--- src/rtl/e_pipe_reg.sv ---
// Decode-to-execute pipeline register with stall/bubble control, load-use
// hazard detection, a saturating bubble counter and a sticky control-conflict flag.
module e_pipe_reg #(
    parameter logic [4:0]  RNONE    = 5'd0,
    parameter logic [15:0] NOP_CTRL = 16'h0000
) (
    input  logic        clk,
    input  logic        rst_n,
    input  logic        E_stall,
    input  logic        E_bubble,
    input  logic [15:0] d_ctrl,
    input  logic [31:0] d_valA,
    input  logic [31:0] d_valB,
    input  logic [31:0] d_valC,
    input  logic [31:0] d_pc,
    input  logic [4:0]  d_srcA,
    input  logic [4:0]  d_srcB,
    input  logic [4:0]  d_dstE,
    input  logic [4:0]  d_dstM,
    output logic [15:0] E_ctrl,
    output logic [31:0] E_valA,
    output logic [31:0] E_valB,
    output logic [31:0] E_valC,
    output logic [31:0] E_pc,
    output logic [4:0]  E_srcA,
    output logic [4:0]  E_srcB,
    output logic [4:0]  E_dstE,
    output logic [4:0]  E_dstM,
    output logic        d_loaduse,
    output logic [15:0] bubble_cnt,
    output logic        ctrl_err
);

    typedef struct packed {
        logic [15:0] ctrl;
        logic [31:0] valA;
        logic [31:0] valB;
        logic [31:0] valC;
        logic [31:0] pc;
        logic [4:0]  srcA;
        logic [4:0]  srcB;
        logic [4:0]  dstE;
        logic [4:0]  dstM;
    } eBundle_t;

    localparam eBundle_t NOP_BUNDLE = '{
        ctrl: NOP_CTRL,
        valA: 32'd0,
        valB: 32'd0,
        valC: 32'd0,
        pc:   32'd0,
        srcA: RNONE,
        srcB: RNONE,
        dstE: RNONE,
        dstM: RNONE
    };

    eBundle_t    eReg;
    eBundle_t    dIn;
    logic [15:0] bubbleCnt;
    logic        ctrlErr;

    always_comb begin
        dIn      = NOP_BUNDLE;
        dIn.ctrl = d_ctrl;
        dIn.valA = d_valA;
        dIn.valB = d_valB;
        dIn.valC = d_valC;
        dIn.pc   = d_pc;
        dIn.srcA = d_srcA;
        dIn.srcB = d_srcB;
        dIn.dstE = d_dstE;
        dIn.dstM = d_dstM;
    end

    // Bubble wins over stall; a stall simply keeps eReg as is.
    always_ff @(posedge clk or negedge rst_n) begin
        if (!rst_n) begin
            eReg <= NOP_BUNDLE;
        end else if (E_bubble) begin
            eReg <= NOP_BUNDLE;
        end else if (!E_stall) begin
            eReg <= dIn;
        end
    end

    always_ff @(posedge clk or negedge rst_n) begin
        if (!rst_n) begin
            bubbleCnt <= 16'd0;
            ctrlErr   <= 1'b0;
        end else begin
            if (E_bubble && (bubbleCnt != 16'hFFFF))
                bubbleCnt <= bubbleCnt + 16'd1;
            if (E_bubble && E_stall)
                ctrlErr <= 1'b1;
        end
    end

    // A load in E whose destination feeds either decode source must stall decode.
    always_comb begin
        d_loaduse = (eReg.dstM != RNONE) &&
                    ((eReg.dstM == d_srcA) || (eReg.dstM == d_srcB));
    end

    assign E_ctrl     = eReg.ctrl;
    assign E_valA     = eReg.valA;
    assign E_valB     = eReg.valB;
    assign E_valC     = eReg.valC;
    assign E_pc       = eReg.pc;
    assign E_srcA     = eReg.srcA;
    assign E_srcB     = eReg.srcB;
    assign E_dstE     = eReg.dstE;
    assign E_dstM     = eReg.dstM;
    assign bubble_cnt = bubbleCnt;
    assign ctrl_err   = ctrlErr;

endmodule
--- config.mk ---
export PLATFORM = sky130hd
export DESIGN_NAME = e_pipe_reg
export DESIGN_NICKNAME = d
export VERILOG_FILES = /design/src/rtl/e_pipe_reg.sv
export SDC_FILE = /design/constraint.sdc
export NUM_CORES = 1
export LEC_CHECK = 0
export BUFFER_PORTS_ARGS = -buffer_cell sky130_fd_sc_hd__buf_4
export CAP_MARGIN = 20
export CORE_MARGIN = 2
export CORE_UTILIZATION = 33
export DETAILED_ROUTE_END_ITERATION = 8
export GPL_TIMING_DRIVEN = 0
export PLACE_DENSITY = 0.66
export SLEW_MARGIN = 25
export SYNTH_ARGS = -nofsm -noshare
export SYNTH_HDL_FRONTEND = slang
export SYNTH_SLANG_ARGS = --single-unit
--- constraint.sdc ---
create_clock -name clk -period 2.15 [get_ports clk]
set_clock_uncertainty 0.15 [all_clocks]
set_input_delay 0.215 -clock clk [delete_from_list [all_inputs] [get_ports clk]]
set_output_delay 0.215 -clock clk [all_outputs]
set_load 0.05 [all_outputs]
==> results of run 1 <==
==> power groups by stage <==
stage	Clock, mW	Combinational, mW	Sequential, mW
detailed placement	0	2.23	3.91
global route	3.32	2.62	3.89
finish	3.08	2.49	3.86
global placement	0	2.19	3.91
CTS	3.19	2.48	3.85
floorplan	0	0.518	4.71
==> worst reg2reg max path: cells and delay by family, from the launching register on <==
| family | cells | cell delay [ns] |
|---|---|---|
| AND/OR/NAND/NOR | 3 | 0.64 |
| buffers and inverters | 1 | 0.16 |
| adder cells (fa/ha/maj) | 1 | 0.23 |
| multiplexers | 1 | 0.29 |
| flip-flops | 1 | 0.42 |
==> metrics by stage <==
stage / util [%] / cell area, um2
after floorplan: - / 7480
after global placement: 46.5 / 10400
after detailed placement: 46.8 / 10500
after CTS: 56.8 / 12700
after global routing: 56.9 / 12800
final: 56.9 / 12800
==> layout by cell type, fill, tap and decap left out, types with 2 or more instances in the layout <==
| cell | count |
|---|---|
| clkinv_4 | 3 |
| clkinvlp_4 | 2 |
| or2_2 | 2 |
| nand3_1 | 7 |
| xnor2_1 | 12 |
| dlygate4sd3_1 | 166 |
| dfrtp_2 | 4 |
| a21oi_1 | 3 |
| nor2_1 | 167 |
| mux2i_1 | 164 |
| nor4_1 | 2 |
| buf_6 | 2 |
| o21a_1 | 2 |
| inv_8 | 3 |
| buf_4 | 346 |
| clkbuf_1 | 16 |
| and3_1 | 4 |
| clkbuf_16 | 17 |
| or4_1 | 2 |
| clkinv_2 | 2 |
| buf_2 | 17 |
| nand2_1 | 7 |
| buf_16 | 2 |
| buf_1 | 6 |
| dfrtp_1 | 177 |
| nand4_1 | 8 |
| inv_6 | 2 |
| nor3_1 | 3 |
| xor2_1 | 8 |
==> layout make-up <==
class	count	area [um2]	share of cell area, %
Buffer	39	175	1.37
Clock buffer	18	429	3.36
Clock inverter	14	149	1.17
Timing Repair Buffer	516	4340	34.0
Sequential cell	181	4530	35.5
Multi-Input combinational cell	403	2780	21.8
Tap cell	285	357	2.79
==> logic make-up (layout without fill, tap and decap cells) <==
kind of cell | Yosys count | after routing | synth area share, %
buf+inv | 39 | 587 | 2.34
compound gates | 8 | 8 | 0.636
mux | 166 | 166 | 22.3
xor+xnor | 20 | 20 | 2.34
fa+ha+maj | 1 | 1 | 0.167
simple gates | 208 | 208 | 11.6
flops | 181 | 181 | 60.6
==> metal layers <==
layer / vias to the layer above / GRT usage (%)
met5: - / 0
met4: 0 / 7.23
met3: 47 / 4.26
met2: 210 / 36.1
met1: 3210 / 25.1
li1: 3153 / -
==> final timing paths <==
path / end / slack (ns) / cells after the start
setup / recovery: d_loaduse / 0.05 / 7
hold / removal: bubble_cnt[2] / 0.06 / 3
setup reg to reg: bubble_cnt[1] / 0.14 / 6
hold reg to reg: ctrl_err / 0.31 / 1
max in group asynchronous: E_valB[18] / 0.68 / 4
min in group asynchronous: E_pc[16] / 0.10 / 2
==> flip-flops by register name (all words and copies together) (netlist names) <==
register    cells
E_ctrl         16
E_dstE          5
E_dstM          5
E_pc           32
E_srcA          5
E_srcB          5
E_valA         32
E_valB         32
E_valC         32
bubble_cnt     16
ctrl_err        1
==> repair_timing <==
| item | 4_1_cts | 5_1_grt |
|---|---|---|
| endpoints found under the setup margin | 0 | 1 |
| gates resized for setup | 0 | 5 |
| hold buffers | 166 | 0 |
| setup buffers | 0 | 1 |
| endpoints found under the hold margin | 257 | 0 |
==> impl_metrics.toml, run 1 <==
[critical_path]
arrival_ns = 1.74
crit_path_start_kind = "primary input"
required_ns = 1.78
reg2reg_from = "bubble_cnt[0]"
critical_path_class = "in -> out"
critPathMaxStageDelay_ns = 0.55
crit_buf_inv = 3
worstPathCellList = "dlygate4sd3_1 -> buf_4 -> xor2_1 -> nor3_1 -> nand3_1 -> a21oi_2 -> buf_6"
critPathLaunch = "d_srcB[4]"
end_kind = "output port"
critPathMaxFanout = 2
crit_slowest_cell = "dlygate4sd3_1"
crit_family = "buffers and inverters"

[finish]
nets = 1327
drive_gt1_share_pct = 35.2
fill_cells = 1882
layoutNonFillerInstCount = 1456
diodes = 0
syn2layout_area_growth_pct = 70.8

[power]
net-switching-power_mw = 3.16
combinationalPowerShare_pct = 26.4
switching_share_pct = 33.5
leakage_nw = 6.70
vdd.ir_drop.worst_mv = 0.655
p_per_area_mw_per_mm2 = 739
clock_power_share_pct = 32.7
finalPower_mw = 9.43
intPower_mw = 6.27
seqPwrFrac_pct = 40.9

[yosys]
async_flop_share_pct = 100
syn_area_mm2 = 0.00747
yosysMostFrequentCell = "dfrtp_1"
yosysTopAreaCellShare_pct = 60.6
yosys_register_bits = 181
synth_cell_types = 28
netlist_top_cells_count = "181 x dfrtp_1, 168 x nor2_1, 164 x mux2i_1"
synth_edf_count = 0
synth_ff_type = "dfrtp_1"
netlist_instances = 623
yosysSeqAreaShare_pct = 60.6
syn_nets = 792
synth_warnings = 0
avgSynthCellArea_um2 = 12.0
yosys-top-cells-area = "dfrtp_1 61%, mux2i_1 22%, nor2_1 8.4%, xnor2_1 1.4%, buf_2 1.1%"
synth_top_cell_by_area = "dfrtp_1"

[clock_network]
cts_root_buffer = "clkbuf_16"
cts_buffer_depth = 2
cts_buffers = 17
clk_pin_slew_ns = 0.07
cts_tree = "yes"
insertion_delay_ns = 0.42
clock-sinks = 181
ctsHtreeMaxLevel = 4

[timing]
fin_ws_ns = 0.0455
clock.fmax_mhz = 475
hold_ws_ns = 0.0607
fin_setup_tns_ns = 0
setup_violations = 0
maxSlewViolCount = 0
finalCritPeriodShare_pct = 97.9
tightest_slew_ns = 0.809
period_needed_ns = 2.10
slew-limit-headroom_pct = 46.1
hold_viol_final = 0

[run]
drv_cap = 0

[grt]
grt_pass1_vias = 7141
grt_max_degree = 90
antenna_found_initial = 0
track_usage_pct = 20.5
grt_pass1_wl_um = 38600
overflow = 0

[floorplanning]
fp.dieH_um = 154
core_area_mm2 = 0.0224
die-width_um = 154
ios = 350
start_util_pct = 33.3
dieArea_mm2 = 0.0239
rows = 55

[route]
wl_met3_um = 1250
detail_route.iter0.violations = 277
dr.pass1.iters = 4
drc = 0
wl_met2_um = 12600
via_per_inst = 4.55
wire_per_inst_um = 17.0
routed.top_layer = "met4"
routed_wl_um = 24800
vias = 6620
met1_length_um = 10200
final_antenna_net_count = 0

[worst_hold_path]
worstHoldPathType = "in -> reg"
hold_start = "E_bubble"

[place]
routabilityCongestion = 0.778
io_buffers = 347
place_ws_ns = 0.0408
placed_cells_incl_taps = 1257
dp_hpwl_um = 16800

[status]
status = "completed"
Power figures use the tool's default switching activity.
==> run 2: changes to the inputs <==
--- a/config.mk
+++ b/config.mk
@@ -7,11 +7,11 @@
 export LEC_CHECK = 0
 export BUFFER_PORTS_ARGS = -buffer_cell sky130_fd_sc_hd__buf_4
 export CAP_MARGIN = 20
-export CORE_MARGIN = 2
-export CORE_UTILIZATION = 33
+export CORE_AREA = 2 2 137 139
 export DETAILED_ROUTE_END_ITERATION = 8
+export DIE_AREA = 0 0 139 141
 export GPL_TIMING_DRIVEN = 0
-export PLACE_DENSITY = 0.66
+export PLACE_DENSITY = 0.78
 export SLEW_MARGIN = 25
 export SYNTH_ARGS = -nofsm -noshare
 export SYNTH_HDL_FRONTEND = slang
==> run 2 against run 1 <==
- non-clock buffer count is 1 lower
- cell count down 3.6%
- sequential power about the same
- register-to-register slack about the same
- flip-flop and latch count is the same
- clock power grew 2%
- power grew 0.78%
- die area fell by 18%
- combinational power barely moved
- global-route usage up 5.2 points
- via count up 2.6%
- highest routed layer unchanged
- sequential share of layout area is 0.17 points higher
==> impl_metrics.toml, run 2 (synthesis results as in run 1) <==
[route]
vias = 6792
wire_per_inst_um = 18.0
routed_wl_um = 25300
final_antenna_net_count = 0
via_per_inst = 4.84
dr.pass1.iters = 4
drc = 0
detail_route.iter0.violations = 240

[critical_path]
end_kind = "output port"
critical_path_class = "in -> out"
critPathMaxStageDelay_ns = 0.57
critPathMaxFanout = 2
crit_family = "buffers and inverters"
required_ns = 1.78
worstPathCellList = "dlygate4sd3_1 -> buf_4 -> xor2_1 -> nor3_1 -> nand3_1 -> a21oi_2 -> buf_6"
arrival_ns = 1.72
crit_buf_inv = 3
crit_slowest_cell = "dlygate4sd3_1"
crit_path_start_kind = "primary input"

[grt]
track_usage_pct = 25.8
antenna_found_initial = 1
grt_pass1_wl_um = 39700
grt_pass1_vias = 7275
overflow = 0
grt_max_degree = 89

[floorplanning]
die-width_um = 139
fp.dieH_um = 141
dieArea_mm2 = 0.0196
ios = 350
core_area_mm2 = 0.0183
start_util_pct = 40.9
rows = 50

[timing]
fin_ws_ns = 0.0649
finalCritPeriodShare_pct = 97.0
rsz0062_at_grt = "no"
maxSlewViolCount = 0
setup_violations = 0
hold_viol_final = 0
period_needed_ns = 2.09
hold_ws_ns = 0.0266
clock.fmax_mhz = 480
slew-limit-headroom_pct = 41.3
tightest_slew_ns = 0.881

[place]
place_area_mm2 = 0.0104
dp_hpwl_um = 16100
io_buffers = 347
routabilityCongestion = 0.809
place_ws_ns = 0.183

[power]
vdd.ir_drop.worst_mv = 0.536
combinationalPowerShare_pct = 26.3
leakage_nw = 6.69
intPower_mw = 6.39
net-switching-power_mw = 3.11
seqPwrFrac_pct = 40.7
clock_power_share_pct = 33.0
p_per_area_mw_per_mm2 = 748
switching_share_pct = 32.7

[finish]
fin_area_mm2 = 0.0127
fill_cells = 1261
mostFrequentLayoutCells = "345 x buf_4, 177 x dfrtp_1, 168 x nor2_1, 166 x dlygate4sd3_1, 164 x mux2i_1"
nets = 1326
syn2layout_area_growth_pct = 70.0
layout_commonest_cell = "buf_4"
drive_gt1_share_pct = 35.0

[clock_network]
cts_tree = "yes"
insertion_delay_ns = 0.42
ctsHtreeMaxLevel = 4
cts_buffer_depth = 2
clock-sinks = 181
clk_pin_slew_ns = 0.07
post_cts_buffers = 0
cts_buffers = 17
cts_root_buffer = "clkbuf_16"

[worst_hold_path]
worstHoldPathType = "in -> async"

[status]
status = "completed"

[run]
drv_cap = 0
-- run 2: cell types whose count changed in the layout (fill, tap and decap cells not counted), sizes merged --
| cell | previous run | this run |
|---|---|---|
| buf | 374 | 373 |
| bufinv | 1 | 2 |
| clkinv | 6 | 2 |
| clkbuf | 33 | 34 |
| diode | 0 | 1 |
| clkinvlp | 2 | 3 |
-- run 2: cell type report --
cell class / instances / area (um2) / area share [%]
well taps: 234 / 293 / 2.30
clock inverters: 12 / 143 / 1.12
clock buffers: 19 / 443 / 3.49
repair buffers: 515 / 4330 / 34.1
flip-flops and latches: 181 / 4530 / 35.7
plain buffers: 39 / 175 / 1.38
multi-input cells: 403 / 2780 / 21.9
diodes: 1 / 2.50 / 0.0197
-- run 2: per-stage QoR --
step / TNS (ns) / utilization [%] / power (mW) / cells
2_1_floorplan: -0.0639 / - / 5.23 / 623
3_3_place_gp: -79.59 / 56.8 / 6.08 / 1204
3_5_place_dp: 0 / 57.2 / 6.13 / 1206
4_1_cts: 0 / 69.5 / 9.53 / 1403
5_1_grt: 0 / 69.5 / 9.86 / 1404
6_report: 0 / 69.5 / 9.50 / 1404
-- run 2: path summary, 6_finish.rpt --
kind | startpoint | end | slack, ns | depth (start not counted)
max | d_srcB[1] | d_loaduse | 0.06 | 7
min | rst_n | E_pc[13] | 0.03 | 2
max reg2reg | bubble_cnt[0] | bubble_cnt[1] | 0.15 | 6
min reg2reg | ctrl_err | ctrl_err | 0.33 | 1
max in group asynchronous | rst_n | E_dstM[4] | 1.14 | 3
min in group clk | E_stall | E_valA[29] | 0.22 | 4
-- run 2: metal layers --
layer  global-route usage (%)  routed length [um]  vias up
li1                         -                   -     3162
met1                     31.6                9930     3365
met2                     45.8               13700      217
met3                     4.76                1130       48
met4                     8.98                 597        0
met5                        0                   0        -
-- run 2: power groups by stage --
stage	combinational [mW]	sequential, mW	clock (mW)
after floorplan	0.518	4.71	0
after global placement	2.17	3.91	0
after detailed placement	2.21	3.92	0
after CTS	2.47	3.86	3.20
after global routing	2.63	3.91	3.31
final	2.50	3.87	3.14
-- run 2: timing repair --
item | in CTS | in global routing
pin swaps | 0 | 2
hold buffers | 166 | 0
resized for setup | 1 | 3
endpoints found under the hold margin | 346 | 0
setup endpoints to repair | 1 | 2
